===== src/rtl/hazard_ctrl_param.sv =====
// Hazard controller for the 5-stage core: EX operand forwarding, load-use
// stalls lasting MEM_LAT cycles, taken-branch flushes and saturating counters.
module hazard_ctrl_param #(
  parameter int REG_ADDR_W = 5,
  parameter int MEM_LAT    = 1,
  parameter int CNT_W      = 32
) (
  input  logic                  CLK,
  input  logic                  RESET_N,
  input  logic [REG_ADDR_W-1:0] rs1_id,
  input  logic [REG_ADDR_W-1:0] rs2_id,
  input  logic                  use_rs1_id,
  input  logic                  use_rs2_id,
  input  logic [REG_ADDR_W-1:0] rs1_ex,
  input  logic [REG_ADDR_W-1:0] rs2_ex,
  input  logic [REG_ADDR_W-1:0] rd_ex,
  input  logic [REG_ADDR_W-1:0] rd_mem,
  input  logic [REG_ADDR_W-1:0] rd_wb,
  input  logic                  regwrite_ex,
  input  logic                  regwrite_mem,
  input  logic                  regwrite_wb,
  input  logic                  memread_ex,
  input  logic                  branch_taken_ex,
  output logic [1:0]            fwd_a,
  output logic [1:0]            fwd_b,
  output logic                  stall_pc,
  output logic                  stall_if_id,
  output logic                  flush_if_id,
  output logic                  flush_id_ex,
  output logic                  busy_stall,
  output logic [CNT_W-1:0]      stall_cnt,
  output logic [CNT_W-1:0]      flush_cnt
);

  localparam int LAT_W = (MEM_LAT < 1) ? 1 : $clog2(MEM_LAT + 1);

  typedef enum logic {RUN = 1'b0, LSTALL = 1'b1} state_t;

  state_t           state_q, state_d;
  logic [LAT_W-1:0] cnt_q, cnt_d;
  logic [CNT_W-1:0] stall_cnt_q, flush_cnt_q;
  logic             lu;
  logic             flush_evt;

  // MEM beats WB so the youngest producer wins; x0 is hardwired zero.
  function automatic logic [1:0] fwd_sel(input logic [REG_ADDR_W-1:0] rs);
    if (regwrite_mem && (rd_mem != '0) && (rd_mem == rs))
      return 2'b10;
    else if (regwrite_wb && (rd_wb != '0) && (rd_wb == rs))
      return 2'b01;
    else
      return 2'b00;
  endfunction

  always_comb begin
    fwd_a = RESET_N ? fwd_sel(rs1_ex) : 2'b00;
    fwd_b = RESET_N ? fwd_sel(rs2_ex) : 2'b00;
  end

  assign lu = memread_ex && regwrite_ex && (rd_ex != '0) &&
              ((use_rs1_id && (rd_ex == rs1_id)) || (use_rs2_id && (rd_ex == rs2_id)));

  always_comb begin
    state_d     = state_q;
    cnt_d       = cnt_q;
    stall_pc    = 1'b0;
    stall_if_id = 1'b0;
    flush_if_id = 1'b0;
    flush_id_ex = 1'b0;
    busy_stall  = 1'b0;
    flush_evt   = 1'b0;
    if (!RESET_N) begin
      flush_if_id = 1'b1;
      flush_id_ex = 1'b1;
    end else begin
      case (state_q)
        RUN: begin
          if (branch_taken_ex) begin
            // A load squashed by the branch never gets to stall.
            flush_if_id = 1'b1;
            flush_id_ex = 1'b1;
            flush_evt   = 1'b1;
          end else if (lu) begin
            stall_pc    = 1'b1;
            stall_if_id = 1'b1;
            flush_id_ex = 1'b1;
            if (MEM_LAT > 1) begin
              state_d = LSTALL;
              cnt_d   = LAT_W'(MEM_LAT - 1);
            end
          end
        end
        LSTALL: begin
          stall_pc    = 1'b1;
          stall_if_id = 1'b1;
          flush_id_ex = 1'b1;
          busy_stall  = 1'b1;
          cnt_d       = cnt_q - LAT_W'(1);
          if (cnt_q <= LAT_W'(1)) state_d = RUN;
        end
        default: state_d = RUN;
      endcase
    end
  end

  always_ff @(posedge CLK) begin
    if (!RESET_N) begin
      state_q     <= RUN;
      cnt_q       <= '0;
      stall_cnt_q <= '0;
      flush_cnt_q <= '0;
    end else begin
      state_q <= state_d;
      cnt_q   <= cnt_d;
      if (stall_pc && (stall_cnt_q != '1)) stall_cnt_q <= stall_cnt_q + CNT_W'(1);
      if (flush_evt && (flush_cnt_q != '1)) flush_cnt_q <= flush_cnt_q + CNT_W'(1);
    end
  end

  assign stall_cnt = stall_cnt_q;
  assign flush_cnt = flush_cnt_q;

endmodule


===== config.mk =====
export PLATFORM = sky130hd
export DESIGN_NAME = hazard_ctrl_param
export DESIGN_NICKNAME = d
export VERILOG_FILES = /design/src/rtl/hazard_ctrl_param.sv
export SDC_FILE = /design/constraint.sdc
export NUM_CORES = 1
export LEC_CHECK = 0
export ABC_AREA = 1
export BUFFER_PORTS_ARGS = -buffer_cell sky130_fd_sc_hd__buf_2
export CAP_MARGIN = 0
export CORE_UTILIZATION = 40
export DETAILED_ROUTE_END_ITERATION = 12
export GPL_TIMING_DRIVEN = 0
export PLACE_DENSITY = 0.6
export SYNTH_ARGS = -nofsm -noshare
export SYNTH_HDL_FRONTEND = slang
export SYNTH_SLANG_ARGS = --single-unit

===== constraint.sdc =====
create_clock -name CLK -period 3.7 [get_ports CLK]
set_input_delay 0.185 -clock CLK [delete_from_list [all_inputs] [get_ports CLK]]
set_output_delay 0.185 -clock CLK [all_outputs]
set_load 0.02 [all_outputs]

Word level (Yosys, flattened, before mapping)
Index checks and enable logic that the tools add are counted.

storage, ports and cells
  register bits after elaboration = 66

operators by class
  reductions and logical operators = 18
  $add $sub $neg = 3
  muxes and demuxes = 20
  equal/unequal tests = 8
  order comparisons = 1
  bitwise gates (word level) = 1

operator list
  kind                                                              count
  32-bit by 1-bit adder with 32-bit output (second input constant)  2
  32-bit != test (second input constant)                            2
  5-bit == test                                                     6
  5-bit nonzero test                                                3
  1-bit two-way mux                                                 14
  1-bit logical AND                                                 13
  2-bit two-way mux                                                 4
  1-bit case mux with 2 select lines                                2
  2-bit AND reduction                                               1
  1-bit <= comparator (second input constant)                       1
  1-bit logical OR                                                  1
  1-bit NOT                                                         1
  1-bit subtractor (second input constant)                          1

Logic depth before layout (Yosys ltp)
Gate-level depths: netlist of the first run.

  depth in word-level cells = 9
  depth in mapped cells = 13
  gate-level depth less buffers = 12

Worst setup path after synthesis of the first run
Ideal clock, no wire load.

  kind = flip-flop to flip-flop
  from = register stall_cnt_q[0] (netlist: stall_cnt[0])
  to = register stall_cnt_q[2] (netlist: stall_cnt[2])
  arrival time = 1.741 ns
  stages on the path, launching flop included = 12
  setup slack = 1.820 ns
  required time = 3.561 ns
  setup time = 0.139 ns
  buffers on the path = 1
  cell sequence = dfxtp_1 > ha_1 > nand2_2 > nor2_4 > nand2_2 > nor2_1 > nand3_1 > nor2_1 > nor2_2 > buf_6 > nand2_1 > a21oi_2

between the ends
  cells in the longest elaborated chain, start to end = 2
  elaborated cells on any way between the ends = 3

ends and longest elaborated chain
  element                                                                                           line  text
  start: declaration                                                                                41    logic [CNT_W-1:0] stall_cnt_q, flush_cnt_q;
  start signal: assignment                                                                          115   if (stall_pc && (stall_cnt_q != '1)) stall_cnt_q <= stall_cnt_q + CNT_W'(1);
  parallel branches: the longest is 2 deep, another holds 32-bit by 1-bit adder with 32-bit output  -

Parallel ways; which one is timed is not known.
A chain may end at the register's enable or synchronous reset.

Final worst setup path of the first run
  from = register stall_cnt_q[0] (netlist: stall_cnt[0])
  to = register stall_cnt_q[28] (netlist: stall_cnt[28])

Same word-level chain as after synthesis.

==> impl_table.tex, run 1 <==
\begin{tabular}{lr}
\hline
Metric & Value \\
\hline
\multicolumn{2}{l}{\textbf{Power}} \\
Sequential Power Share & 43.8\% \\
VDD IR max & $\sim$0.25 mV \\
Reported leakage power & 2.41 nW \\
Internal power & between 1 and 1.5 mW \\
Switching portion of total power & 24.0\% \\
Portion of total power attributed to combinational logic & 8.4\% \\
Clk pwr share & 47.8\% \\
Total power divided by cell area & 282 nW/um\^{}2 \\
Power spent charging and discharging nets & 382 uW \\
\multicolumn{2}{l}{\textbf{Worst setup path}} \\
Longest individual stage delay on the worst path & between 400 and 500 ps \\
Ordered list of cells on the worst path & ha\_1 -> nand2\_2 -> nor2\_4 -> nand2\_2 -> nor2\_1 -> nand3\_1 -> nor2\_1 -> nor2\_2 -> buf\_6 -> nand2\_1 -> a21oi\_2 \\
Slowest cell on crit path & dfxtp\_1 \\
Start point of the critical path & stall\_cnt[0] \\
Crit path launch type & register \\
Critical Path End Type & register \\
Worst Path Required & 3890 ps \\
Classification of the worst setup path & register to register \\
Startpoint of the lowest-slack register-to-register path & stall\_cnt[0] \\
Register-to-Register Path Depth & 11 \\
Critical-path maximum fanout & 10 \\
Flop2flop setup slack & 1720 ps \\
CP endpoint & stall\_cnt[28] \\
Reg2Reg Capture Point & stall\_cnt[28] \\
Data arrival time of the critical path & 2180 ps \\
\multicolumn{2}{l}{\textbf{STA}} \\
Slew at the pin closest to its max-slew limit & 670 ps \\
Fin crit period & between 1500 and 2000 ps \\
Setup TNS & 0 ps \\
RSZ-0062 raised after global routing & no \\
Endpoints failing setup & 0 \\
Clock Skews & 5.51 ps \\
Max-slew violation count & 0 \\
Worst Hold Margin & 377 ps \\
Final worst path period share & a little over half \\
Hold Violations, Final & 0 \\
Worst max-slew margin expressed relative to the limit & 55.3\% \\
Max frequency & 504 MHz \\
\multicolumn{2}{l}{\textbf{Synth}} \\
Area fraction of the dominant cell type after synthesis & between 20\% and 30\% \\
Post-synth design cell area & 4630 sq um \\
Adder-cell area share of the yosys netlist & 0.540\% \\
Main combinational cell family by area after synthesis & simple AND/OR/NAND/NOR gates \\
Syn\_area\_per\_cell & 6.08 sq um \\
Share of synthesized area spent on multiplexers & 0\% \\
Post-synth top flop & dfxtp\_1 \\
Cell variety after synth & 33 \\
Synth async-reset ratio & 0\% \\
Sequential cell area fraction in the yosys report & 27.6\% \\
Post-synthesis net count & 808 \\
Ys Warns & 0 \\
Number of flops mapped to enable cells by yosys & 0 \\
Synthesized netlist cell count & 762 \\
Number of storage elements in the synthesis netlist & 64 \\
Synth area leader & dfxtp\_1 \\
Commonest cells in the synthesized netlist & nand2\_1 (306), nor2\_1 (101), dfxtp\_1 (64) \\
Share of the synthesized area in compound gates (AO/OA/AOI/OAI) & 8.23\% \\
Xor/xnor share of the synthesized area & 9.64\% \\
Post-Synth Simple-Gate Area & a little under half \\
Cell with the most instances after synthesis & nand2\_1 \\
Biggest area contributors in the synthesized netlist & dfxtp\_1 (28\%), nand2\_1 (25\%), nor2\_1 (8.2\%) \\
\multicolumn{2}{l}{\textbf{Drt}} \\
Number of design-rule violations left by the first detailed-router iteration & 323 \\
Drt via density & 4.96 \\
Detailed-route DRC error count & 0 \\
Pre-Repair DR Iteration Count & 5 \\
Post-route antenna net violation count & 0 \\
Total via count in the routed design & roughly 5100 \\
Detailed-route wire length per cell & 13.1 um \\
DRT Wirelength & 13500 um \\
\multicolumn{2}{l}{\textbf{Placement}} \\
Count of input and output buffers & 115 \\
Routability cong. & slightly below 0.9 \\
Placed wire-length estimate & 10800 um \\
\multicolumn{2}{l}{\textbf{Clocking}} \\
Post-CTS setup repair buffer count & 0 \\
Maximum buffer depth of the clock tree & 2 \\
H-tree level count & 3 \\
TritonCTS clock tree & built \\
Clock buffers created by TritonCTS & 9 \\
Cts hold-fix bufs & 0 \\
Number of sinks on the clock net & 64 \\
Clock root buffer & clkbuf\_16 \\
Clock Pin Slew Worst Setup and Hold Paths & 50 ps \\
Worst-Skew Late Latency & 330 ps \\
\# resized after CTS & 0 \\
\multicolumn{2}{l}{\textbf{Finish}} \\
Relative area change from synthesis to final layout & 21.7\% \\
Layout cells sized above 1 & $\sim$19\% \\
Diodes inserted & 0 \\
Net count of the finished layout & 934 \\
Fillers & 1186 \\
\multicolumn{2}{l}{\textbf{Global routing}} \\
Pin count of the biggest net entering global routing & 11 \\
Antenna violations before repair & 0 \\
Overflow left after global routing & 0 \\
Vias in the first global route & 4741 \\
Global router's overall resource usage & 23.7\% \\
Wire length of the first global-routing pass & 22100 um \\
\multicolumn{2}{l}{\textbf{Floorplanning}} \\
Effective utilization at floorplan & 41.8\% \\
Top-level port count & around 120 \\
Vert. Die Dim & 110 um \\
Overall die area & 12000 sq um \\
Count of standard-cell rows & 38 \\
Die width & 110 um \\
Core Region & 11100 sq um \\
\multicolumn{2}{l}{\textbf{Min path}} \\
Type of the tightest min-delay check & primary input to register \\
\multicolumn{2}{l}{\textbf{Flow run}} \\
\# Max-Cap Violations & 0 \\
\multicolumn{2}{l}{\textbf{Outcome}} \\
Status & completed \\
\hline
\end{tabular}
-- sequential cells by signal, indices dropped and copies added (netlist names) --
signal     cells
stall_cnt     32
flush_cnt     32
-- cell type report --
cell class,count,area (sq um),share of cell area (%)
Clock inverter,1,5.00,0.0887
Tap cell,140,175,3.11
Inverter,62,233,4.13
Sequential cell,64,1280,22.7
Buffer,21,174,3.08
Timing Repair Buffer,115,576,10.2
Clock buffer,13,250,4.44
Multi-Input combinational cell,615,2950,52.2
-- worst max-delay path, delay by kind of cell, from the launching register on --
kind                     cells  cell delay (ps)
AO/OA/AOI/OAI                1               50
adder cells (fa/ha/maj)      1              320
buffers and inverters        1              150
flip-flops                   1              450
AND/OR/NAND/NOR              8              880
-- kinds of logic (layout without fill, tap and decap cells) --
group | Yosys count | in the layout
AOI/OAI and AO/OA | 65 | 65
xor gates and xnor gates | 51 | 51
adders and majority gates | 2 | 2
buffers and inverters | 83 | 212
DFF | 64 | 64
other | 1 | 1
and+or+nand+nor | 496 | 496
-- power groups by stage --
stage / Combinational [mW] / Clock [mW] / Sequential (mW)
6_report: 0.134 / 0.760 / 0.695
5_1_grt: 0.150 / 0.815 / 0.695
4_1_cts: 0.135 / 0.781 / 0.695
3_5_place_dp: 0.135 / 0 / 0.710
3_3_place_gp: 0.132 / 0 / 0.709
2_1_floorplan: 0.0738 / 0 / 0.713
-- layer usage --
metal | global-route usage (%) | vias to the layer above | share of wire (%)
met5 | 0 | - | 0
met4 | 8.10 | 0 | 1.4
met3 | 5.04 | 16 | 4.8
met2 | 39.8 | 120 | 47
met1 | 30.1 | 2329 | 47
li1 | - | 2645 | -
-- per-stage QoR --
step	area [sq um]	util [%]	worst slack (ps)	cells	power, mW
after detailed placement	5390	48.6	1730	1017	0.845
after global placement	5390	48.6	1730	1017	0.842
after CTS	5640	50.9	1720	1031	1.61
after global routing	5640	50.9	1420	1031	1.66
final	5640	50.9	1720	1031	1.59
after floorplan	4630	-	1820	762	0.786
-- cells in the final DEF (no fill, tap or decap) --
master,n
o21ai_0,6
buf_6,7
xor2_1,41
o21ai_1,2
o41ai_1,1
nor2_2,5
buf_2,116
ha_1,2
a21oi_1,42
nand4_1,10
and3_1,1
nor3_2,2
nand2_2,4
dfxtp_1,64
nand2_1,306
nor3b_1,4
xnor2_1,10
or2_2,1
inv_1,59
nand3_1,19
nand3b_1,13
buf_8,3
clkbuf_1,11
buf_4,2
inv_2,3
clkinv_2,1
nand3_2,1
nand4_4,1
nor2_4,2
a21oi_2,14
nor3_1,23
clkbuf_16,9
nor2_1,101
clkbuf_8,1
nor4_1,3
conb_1,1
-- worst min-delay path by stage --
stage	cells past startpoint	endpoint	from
after floorplan	3	flush_cnt[16]	RESET_N
after global placement	2	flush_cnt[28]	flush_cnt[28]
after detailed placement	2	flush_cnt[28]	flush_cnt[28]
after CTS	7	flush_cnt[24]	RESET_N
after global routing	6	stall_cnt[24]	branch_taken_ex
final	7	flush_cnt[24]	branch_taken_ex
Note: power is estimated with default switching activity, not from simulation.
==> run 2: changes to the inputs <==
==> constraint.sdc (replaced) <==
create_clock -name CLK -period 1.9 [get_ports CLK]
set_input_delay 0.095 -clock CLK [delete_from_list [all_inputs] [get_ports CLK]]
set_output_delay 0.095 -clock CLK [all_outputs]
set_load 0.02 [all_outputs]
==> impl_table.tex, run 2 (synthesis gave the netlist of run 1 again) <==
\begin{tabular}{lr}
\hline
Metric & Value \\
\hline
\multicolumn{2}{l}{\textbf{Finish}} \\
Net count of the finished layout & 936 (was 934) \\
Leading cell type in the layout, fill and taps excluded & nand2\_1 (unchanged) \\
Relative area change from synthesis to final layout & 24.2\% (was 21.7\%) \\
Commonest non-fill, non-tap cells in the layout & nand2\_1 (306), buf\_2 (115), nor2\_1 (95) (was nand2\_1 (306), buf\_2 (116), nor2\_1 (101)) \\
Layout cells sized above 1 & 23.0\% (was 19.3\%) \\
Non-filler instance count after layout & 1033 (was 1031) \\
Final core occ & 52.0\% (was 50.9\%) \\
Diodes inserted & 0 (unchanged) \\
\multicolumn{2}{l}{\textbf{STA}} \\
Fin crit period & 1760 ps (was 1980 ps) \\
Worst max-slew margin expressed relative to the limit & 54.3\% (was 55.3\%) \\
Max-slew violation count & 0 (unchanged) \\
Clock Skews & 6.20 ps (was 5.51 ps) \\
RSZ-0062 raised after global routing & yes (was no) \\
Max frequency & 570 MHz (was 504 MHz) \\
Slew at the pin closest to its max-slew limit & 686 ps (was 670 ps) \\
Hold Violations, Final & 0 (unchanged) \\
Endpoints failing setup & 0 (unchanged) \\
Final worst path period share & 92.4\% (was 53.6\%) \\
\multicolumn{2}{l}{\textbf{Worst setup path}} \\
Worst Path Required & 2100 ps (was 3890 ps) \\
Data arrival time of the critical path & 1960 ps (was 2180 ps) \\
Most common cell type on the critical path & nand2\_1 \\
Startpoint of the lowest-slack register-to-register path & stall\_cnt[12] (was stall\_cnt[0]) \\
Critical Path End Type & register (unchanged) \\
Crit path launch type & register (unchanged) \\
Slowest cell on crit path & nor3\_1 (was dfxtp\_1) \\
Classification of the worst setup path & register to register (unchanged) \\
Reg2Reg Capture Point & stall\_cnt[30] (was stall\_cnt[28]) \\
Longest individual stage delay on the worst path & 490 ps (was 450 ps) \\
Critical-path maximum fanout & 5 (was 10) \\
Flop2flop setup slack & 140 ps (was 1720 ps) \\
Ordered list of cells on the worst path & nand2\_1 -> nor2\_1 -> nand2\_1 -> nor3\_1 -> nand2\_1 -> nand2\_1 -> nand2\_1 -> nand2\_1 -> a21oi\_2 (was ha\_1 -> nand2\_2 -> nor2\_4 -> nand2\_2 -> nor2\_1 -> nand3\_1 -> nor2\_1 -> nor2\_2 -> buf\_6 -> nand2\_1 -> a21oi\_2) \\
Register-to-Register Path Depth & 9 (was 11) \\
\multicolumn{2}{l}{\textbf{Global routing}} \\
Vias in the first global route & 4747 (was 4741) \\
Wire length of the first global-routing pass & 22100 um (about the same) \\
Overflow left after global routing & 0 (unchanged) \\
Global router's overall resource usage & 23.7\% (unchanged) \\
Antenna violations before repair & 0 (unchanged) \\
Pin count of the biggest net entering global routing & 11 (unchanged) \\
\multicolumn{2}{l}{\textbf{Drt}} \\
Pre-Repair DR Iteration Count & 4 (was 5) \\
Number of design-rule violations left by the first detailed-router iteration & 305 (was 323) \\
Detailed-route DRC error count & 0 (unchanged) \\
Detailed-route wire length per cell & 13.1 um (about the same) \\
Post-route antenna net violation count & 0 (unchanged) \\
Total via count in the routed design & 5132 (was 5110) \\
DRT Wirelength & 13500 um (about the same) \\
Drt via density & 4.97 (was 4.96) \\
\multicolumn{2}{l}{\textbf{Placement}} \\
Post-placement cell count & 1017 (unchanged) \\
Routability cong. & 0.892 (unchanged) \\
Count of input and output buffers & 115 (unchanged) \\
Placed wire-length estimate & 10800 um (unchanged) \\
\multicolumn{2}{l}{\textbf{Floorplanning}} \\
Effective utilization at floorplan & 41.8\% (unchanged) \\
Core Region & 11100 sq um (unchanged) \\
Die width & 110 um (unchanged) \\
Vert. Die Dim & 110 um (unchanged) \\
Overall die area & 12000 sq um (unchanged) \\
Top-level port count & 117 (unchanged) \\
Count of standard-cell rows & 38 (unchanged) \\
\multicolumn{2}{l}{\textbf{Clocking}} \\
Worst-Skew Late Latency & 340 ps (was 330 ps) \\
H-tree level count & 3 (unchanged) \\
TritonCTS clock tree & built (unchanged) \\
Clock Pin Slew Worst Setup and Hold Paths & 50 ps (about the same) \\
Clock buffers created by TritonCTS & 9 (unchanged) \\
Clock root buffer & clkbuf\_16 (unchanged) \\
Number of sinks on the clock net & 64 (unchanged) \\
Maximum buffer depth of the clock tree & 2 (unchanged) \\
Cts hold-fix bufs & 0 (unchanged) \\
\multicolumn{2}{l}{\textbf{Min path}} \\
Worst Hold Launch & branch\_taken\_ex (unchanged) \\
Hold-critical path endpoint & flush\_cnt[24] (unchanged) \\
Type of the tightest min-delay check & primary input to register (unchanged) \\
Min-Delay Path Depth & 7 (unchanged) \\
\multicolumn{2}{l}{\textbf{Flow run}} \\
\# Max-Cap Violations & 0 (unchanged) \\
\multicolumn{2}{l}{\textbf{Power}} \\
Total power divided by cell area & 539 nW/um\^{}2 (was 282 nW/um\^{}2) \\
VDD IR max & 0.491 mV (was 0.252 mV) \\
Reported leakage power & 2.44 nW (was 2.41 nW) \\
\multicolumn{2}{l}{\textbf{Outcome}} \\
Status & completed (unchanged) \\
\hline
\end{tabular}
## run 2: worst max path at each step
stage               slack [ps]  cells after the start     startpoint            end
global placement           -70                     11   stall_cnt[0]   stall_cnt[0]
CTS                         20                     11   stall_cnt[1]   stall_cnt[5]
finish                     140                      9  stall_cnt[12]  stall_cnt[30]
detailed placement         -70                     11   stall_cnt[0]   stall_cnt[3]
global route               -30                      8   flush_cnt[2]  flush_cnt[19]
floorplan                   20                     11   stall_cnt[0]   stall_cnt[2]
## run 2: per-stage QoR
step | power [mW] | setup slack (ps) | setup TNS [ps] | instance area, sq um | hold slack (ps)
floorplan | 1.53 | 19.6 | 0 | 4630 | 352
global placement | 1.64 | -65.6 | -1600 | 5390 | 491
detailed placement | 1.64 | -65.5 | -1610 | 5390 | 490
CTS | 3.14 | 20.3 | 0 | 5650 | 280
global route | 3.24 | -31.3 | -43.9 | 5760 | 332
finish | 3.10 | 144 | 0 | 5760 | 279
## run 2: worst max-delay path, delay by kind of cell (launching register included)
kind,cells,cell delay [ps]
AO/OA/AOI/OAI,1,50
flip-flops,1,410
AND/OR/NAND/NOR,8,1180
## run 2: area by class of cell
cell class              count  area, sq um
repair buffers            117          591
flip-flops and latches     64         1310
plain buffers              21          178
clock buffers              13          250
multi-input cells         615         3010
well taps                 140          175
inverters                  62          233
fillers                  1166         5320
clock inverters             1         5.00
## run 2: what timing repair did
item / 4_1_cts / 5_1_grt
pin swaps: 0 / 3
gates resized for setup: 6 / 35
setup buffers: 0 / 2
endpoints found under the setup margin: 43 / 62
## run 2: per-layer routing
layer / vias to the layer above / share of wire, % / global-route usage, %
met2: 123 / 47 / 39.8
li1: 2651 / - / -
met3: 15 / 4.7 / 5.10
met5: - / 0 / 0
met1: 2343 / 47 / 30.1
met4: 0 / 1.4 / 8.00
## run 2: where the power goes
group | total (mW) | internal, mW | switching, mW
sequential | 1.36 | 1.35 | 0.00781
combinational | 0.264 | 0.103 | 0.161
clock | 1.48 | 0.902 | 0.582
total | 3.10 | 2.35 | 0.751
==> run 3: changes to the inputs <==
--- a/config.mk
+++ b/config.mk
@@ -11,7 +11,7 @@
 export CORE_UTILIZATION = 40
 export DETAILED_ROUTE_END_ITERATION = 12
 export GPL_TIMING_DRIVEN = 0
-export PLACE_DENSITY = 0.6
+export PLACE_DENSITY = 0.62
 export SYNTH_ARGS = -nofsm -noshare
 export SYNTH_HDL_FRONTEND = slang
 export SYNTH_SLANG_ARGS = --single-unit
==> constraint.sdc (replaced) <==
create_clock -name CLK -period 1.5 [get_ports CLK]
set_input_delay 0.075 -clock CLK [delete_from_list [all_inputs] [get_ports CLK]]
set_output_delay 0.075 -clock CLK [all_outputs]
set_load 0.02 [all_outputs]
==> impl_table.tex, run 3 (synthesis gave the netlist of run 1 again) <==
\begin{tabular}{lr}
\hline
Metric & Value \\
\hline
\multicolumn{2}{l}{\textbf{Outcome}} \\
Status & finished, violations left (was completed) \\
Violated checks & setup timing \\
\multicolumn{2}{l}{\textbf{Finish}} \\
Layout cells sized above 1 & 48.2\% (was 23.0\%) \\
Commonest non-fill, non-tap cells in the layout & nand2\_1 (227), buf\_2 (115), nor2\_1 (75) (was nand2\_1 (306), buf\_2 (115), nor2\_1 (95)) \\
Leading cell type in the layout, fill and taps excluded & nand2\_1 (unchanged) \\
Net count of the finished layout & 983 (was 936) \\
Non-filler instance count after layout & 1082 (was 1033) \\
Relative area change from synthesis to final layout & 53.3\% (was 24.2\%) \\
Diodes inserted & 0 (unchanged) \\
\multicolumn{2}{l}{\textbf{Global routing}} \\
Overflow left after global routing & 0 (unchanged) \\
Vias in the first global route & 5193 (was 4747) \\
Antenna violations before repair & 0 (unchanged) \\
Wire length of the first global-routing pass & 24500 um (was 22100 um) \\
Global router's overall resource usage & 26.6\% (was 23.7\%) \\
Pin count of the biggest net entering global routing & 12 (was 11) \\
\multicolumn{2}{l}{\textbf{Drt}} \\
Detailed-route wire length per cell & 14.6 um (was 13.1 um) \\
DRT Wirelength & 15800 um (was 13500 um) \\
Total via count in the routed design & 5549 (was 5132) \\
Pre-Repair DR Iteration Count & 4 (unchanged) \\
Post-route antenna net violation count & 0 (unchanged) \\
Number of design-rule violations left by the first detailed-router iteration & 341 (was 305) \\
Detailed-route DRC error count & 0 (unchanged) \\
Drt via density & 5.13 (was 4.97) \\
\multicolumn{2}{l}{\textbf{Worst setup path}} \\
Critical-path maximum fanout & 6 (was 5) \\
Startpoint of the lowest-slack register-to-register path & flush\_cnt[12] (was stall\_cnt[12]) \\
Critical Path End Type & register (unchanged) \\
Data arrival time of the critical path & 1880 ps (was 1960 ps) \\
Classification of the worst setup path & register to register (unchanged) \\
Crit path launch type & register (unchanged) \\
Start point of the critical path & flush\_cnt[12] (was stall\_cnt[12]) \\
Worst Path Required & 1710 ps (was 2100 ps) \\
\multicolumn{2}{l}{\textbf{Placement}} \\
Routability cong. & 0.905 (was 0.892) \\
Count of input and output buffers & 115 (unchanged) \\
Pre-CTS setup slack & -239 ps (was -65.5 ps) \\
Post-placement cell count & 1017 (unchanged) \\
Placed wire-length estimate & 10900 um (was 10800 um) \\
\multicolumn{2}{l}{\textbf{STA}} \\
Min setup slack post-route & -176 ps (was 144 ps) \\
Fin crit period & 1680 ps (was 1760 ps) \\
Setup TNS & -6980 ps (was 0 ps) \\
Endpoints failing setup & 61 (was 0) \\
Slew at the pin closest to its max-slew limit & 773 ps (was 686 ps) \\
Max frequency & 597 MHz (was 570 MHz) \\
RSZ-0062 raised after global routing & yes (unchanged) \\
Hold Violations, Final & 0 (unchanged) \\
Worst max-slew margin expressed relative to the limit & 48.5\% (was 54.3\%) \\
Max-slew violation count & 0 (unchanged) \\
Clock Skews & 9.02 ps (was 6.20 ps) \\
Final worst path period share & 112\% (was 92.4\%) \\
\multicolumn{2}{l}{\textbf{Clocking}} \\
Maximum buffer depth of the clock tree & 2 (unchanged) \\
TritonCTS clock tree & built (unchanged) \\
Worst-Skew Late Latency & 350 ps (was 340 ps) \\
Clock buffers created by TritonCTS & 9 (unchanged) \\
Clock root buffer & clkbuf\_16 (unchanged) \\
Number of sinks on the clock net & 64 (unchanged) \\
Clock Pin Slew Worst Setup and Hold Paths & 50 ps (about the same) \\
H-tree level count & 3 (unchanged) \\
\multicolumn{2}{l}{\textbf{Min path}} \\
Worst Hold Launch & branch\_taken\_ex (unchanged) \\
Type of the tightest min-delay check & primary input to register (unchanged) \\
\multicolumn{2}{l}{\textbf{Power}} \\
Reported leakage power & 3.29 nW (was 2.44 nW) \\
Total power divided by cell area & 610 nW/um\^{}2 (was 539 nW/um\^{}2) \\
VDD IR max & 0.440 mV (was 0.491 mV) \\
\multicolumn{2}{l}{\textbf{Floorplanning}} \\
Vert. Die Dim & 110 um (unchanged) \\
Die width & 110 um (unchanged) \\
Top-level port count & 117 (unchanged) \\
Overall die area & 12000 sq um (unchanged) \\
Effective utilization at floorplan & 41.8\% (unchanged) \\
Count of standard-cell rows & 38 (unchanged) \\
Core Region & 11100 sq um (unchanged) \\
\multicolumn{2}{l}{\textbf{Flow run}} \\
\# Max-Cap Violations & 0 (unchanged) \\
\hline
\end{tabular}
run 3: final timing paths:
path | slack, ps | depth (start not counted) | end
max | -180 | 11 | flush_cnt[25]
min | 270 | 7 | flush_cnt[24]
min reg2reg | 470 | 1 | flush_cnt[24]
max reg2reg | -180 | 11 | flush_cnt[25]
run 3: where the power goes:
group / total [mW] / internal [mW] / switching [mW]
registers: 1.68 / 1.67 / 0.00726
logic: 0.422 / 0.176 / 0.246
clock network: 2.23 / 1.42 / 0.810
total: 4.33 / 3.27 / 1.06
run 3: worst max-delay path: stages (launching register included):
cell and delay (ps):
dfxtp_4 370, nand2_4 60, nor3_4 210, nand2_2 110
nor2_2 120, nand2_1 70, nand2_2 110, inv_2 70
buf_6 140, clkbuf_16 160, nand2_2 70, a21oi_2 40
run 3: routing by layer:
metal,part of all wire [%],GRT usage [%],vias to the layer above
met1,44,33.3,2595
li1,-,-,2754
met3,4.9,4.74,33
met5,0,0,-
met4,2.5,11.0,0
met2,49,44.8,167
run 3: through the flow:
stage | cell area [sq um] | hold slack, ps | total power [mW] | utilization, %
finish | 7110 | 269 | 4.33 | 64.2
floorplan | 4790 | 312 | 1.93 | -
global route | 7110 | 326 | 4.49 | 64.2
CTS | 6560 | 242 | 4.35 | 59.2
detailed placement | 5540 | 446 | 2.08 | 50.0
global placement | 5540 | 446 | 2.07 | 50.0
run 3: area by class of cell:
| class | instances | area (sq um) |
|---|---|---|
| plain buffers | 20 | 190 |
| clock buffers | 11 | 264 |
| clock inverters | 5 | 52.6 |
| fillers | 1020 | 3970 |
| inverters | 62 | 233 |
| multi-input cells | 615 | 3720 |
| flip-flops and latches | 64 | 1410 |
| well taps | 140 | 175 |
| repair buffers | 165 | 1070 |
run 3: what timing repair did:
item                                   in CTS  in global routing
cloned                                      7                  3
setup buffers                              33                 10
endpoints found under the hold margin       0                  0
pin swaps                                  29                 41
setup endpoints to repair                  64                 64
gates resized for setup                   123                132
hold buffers                                0                  0
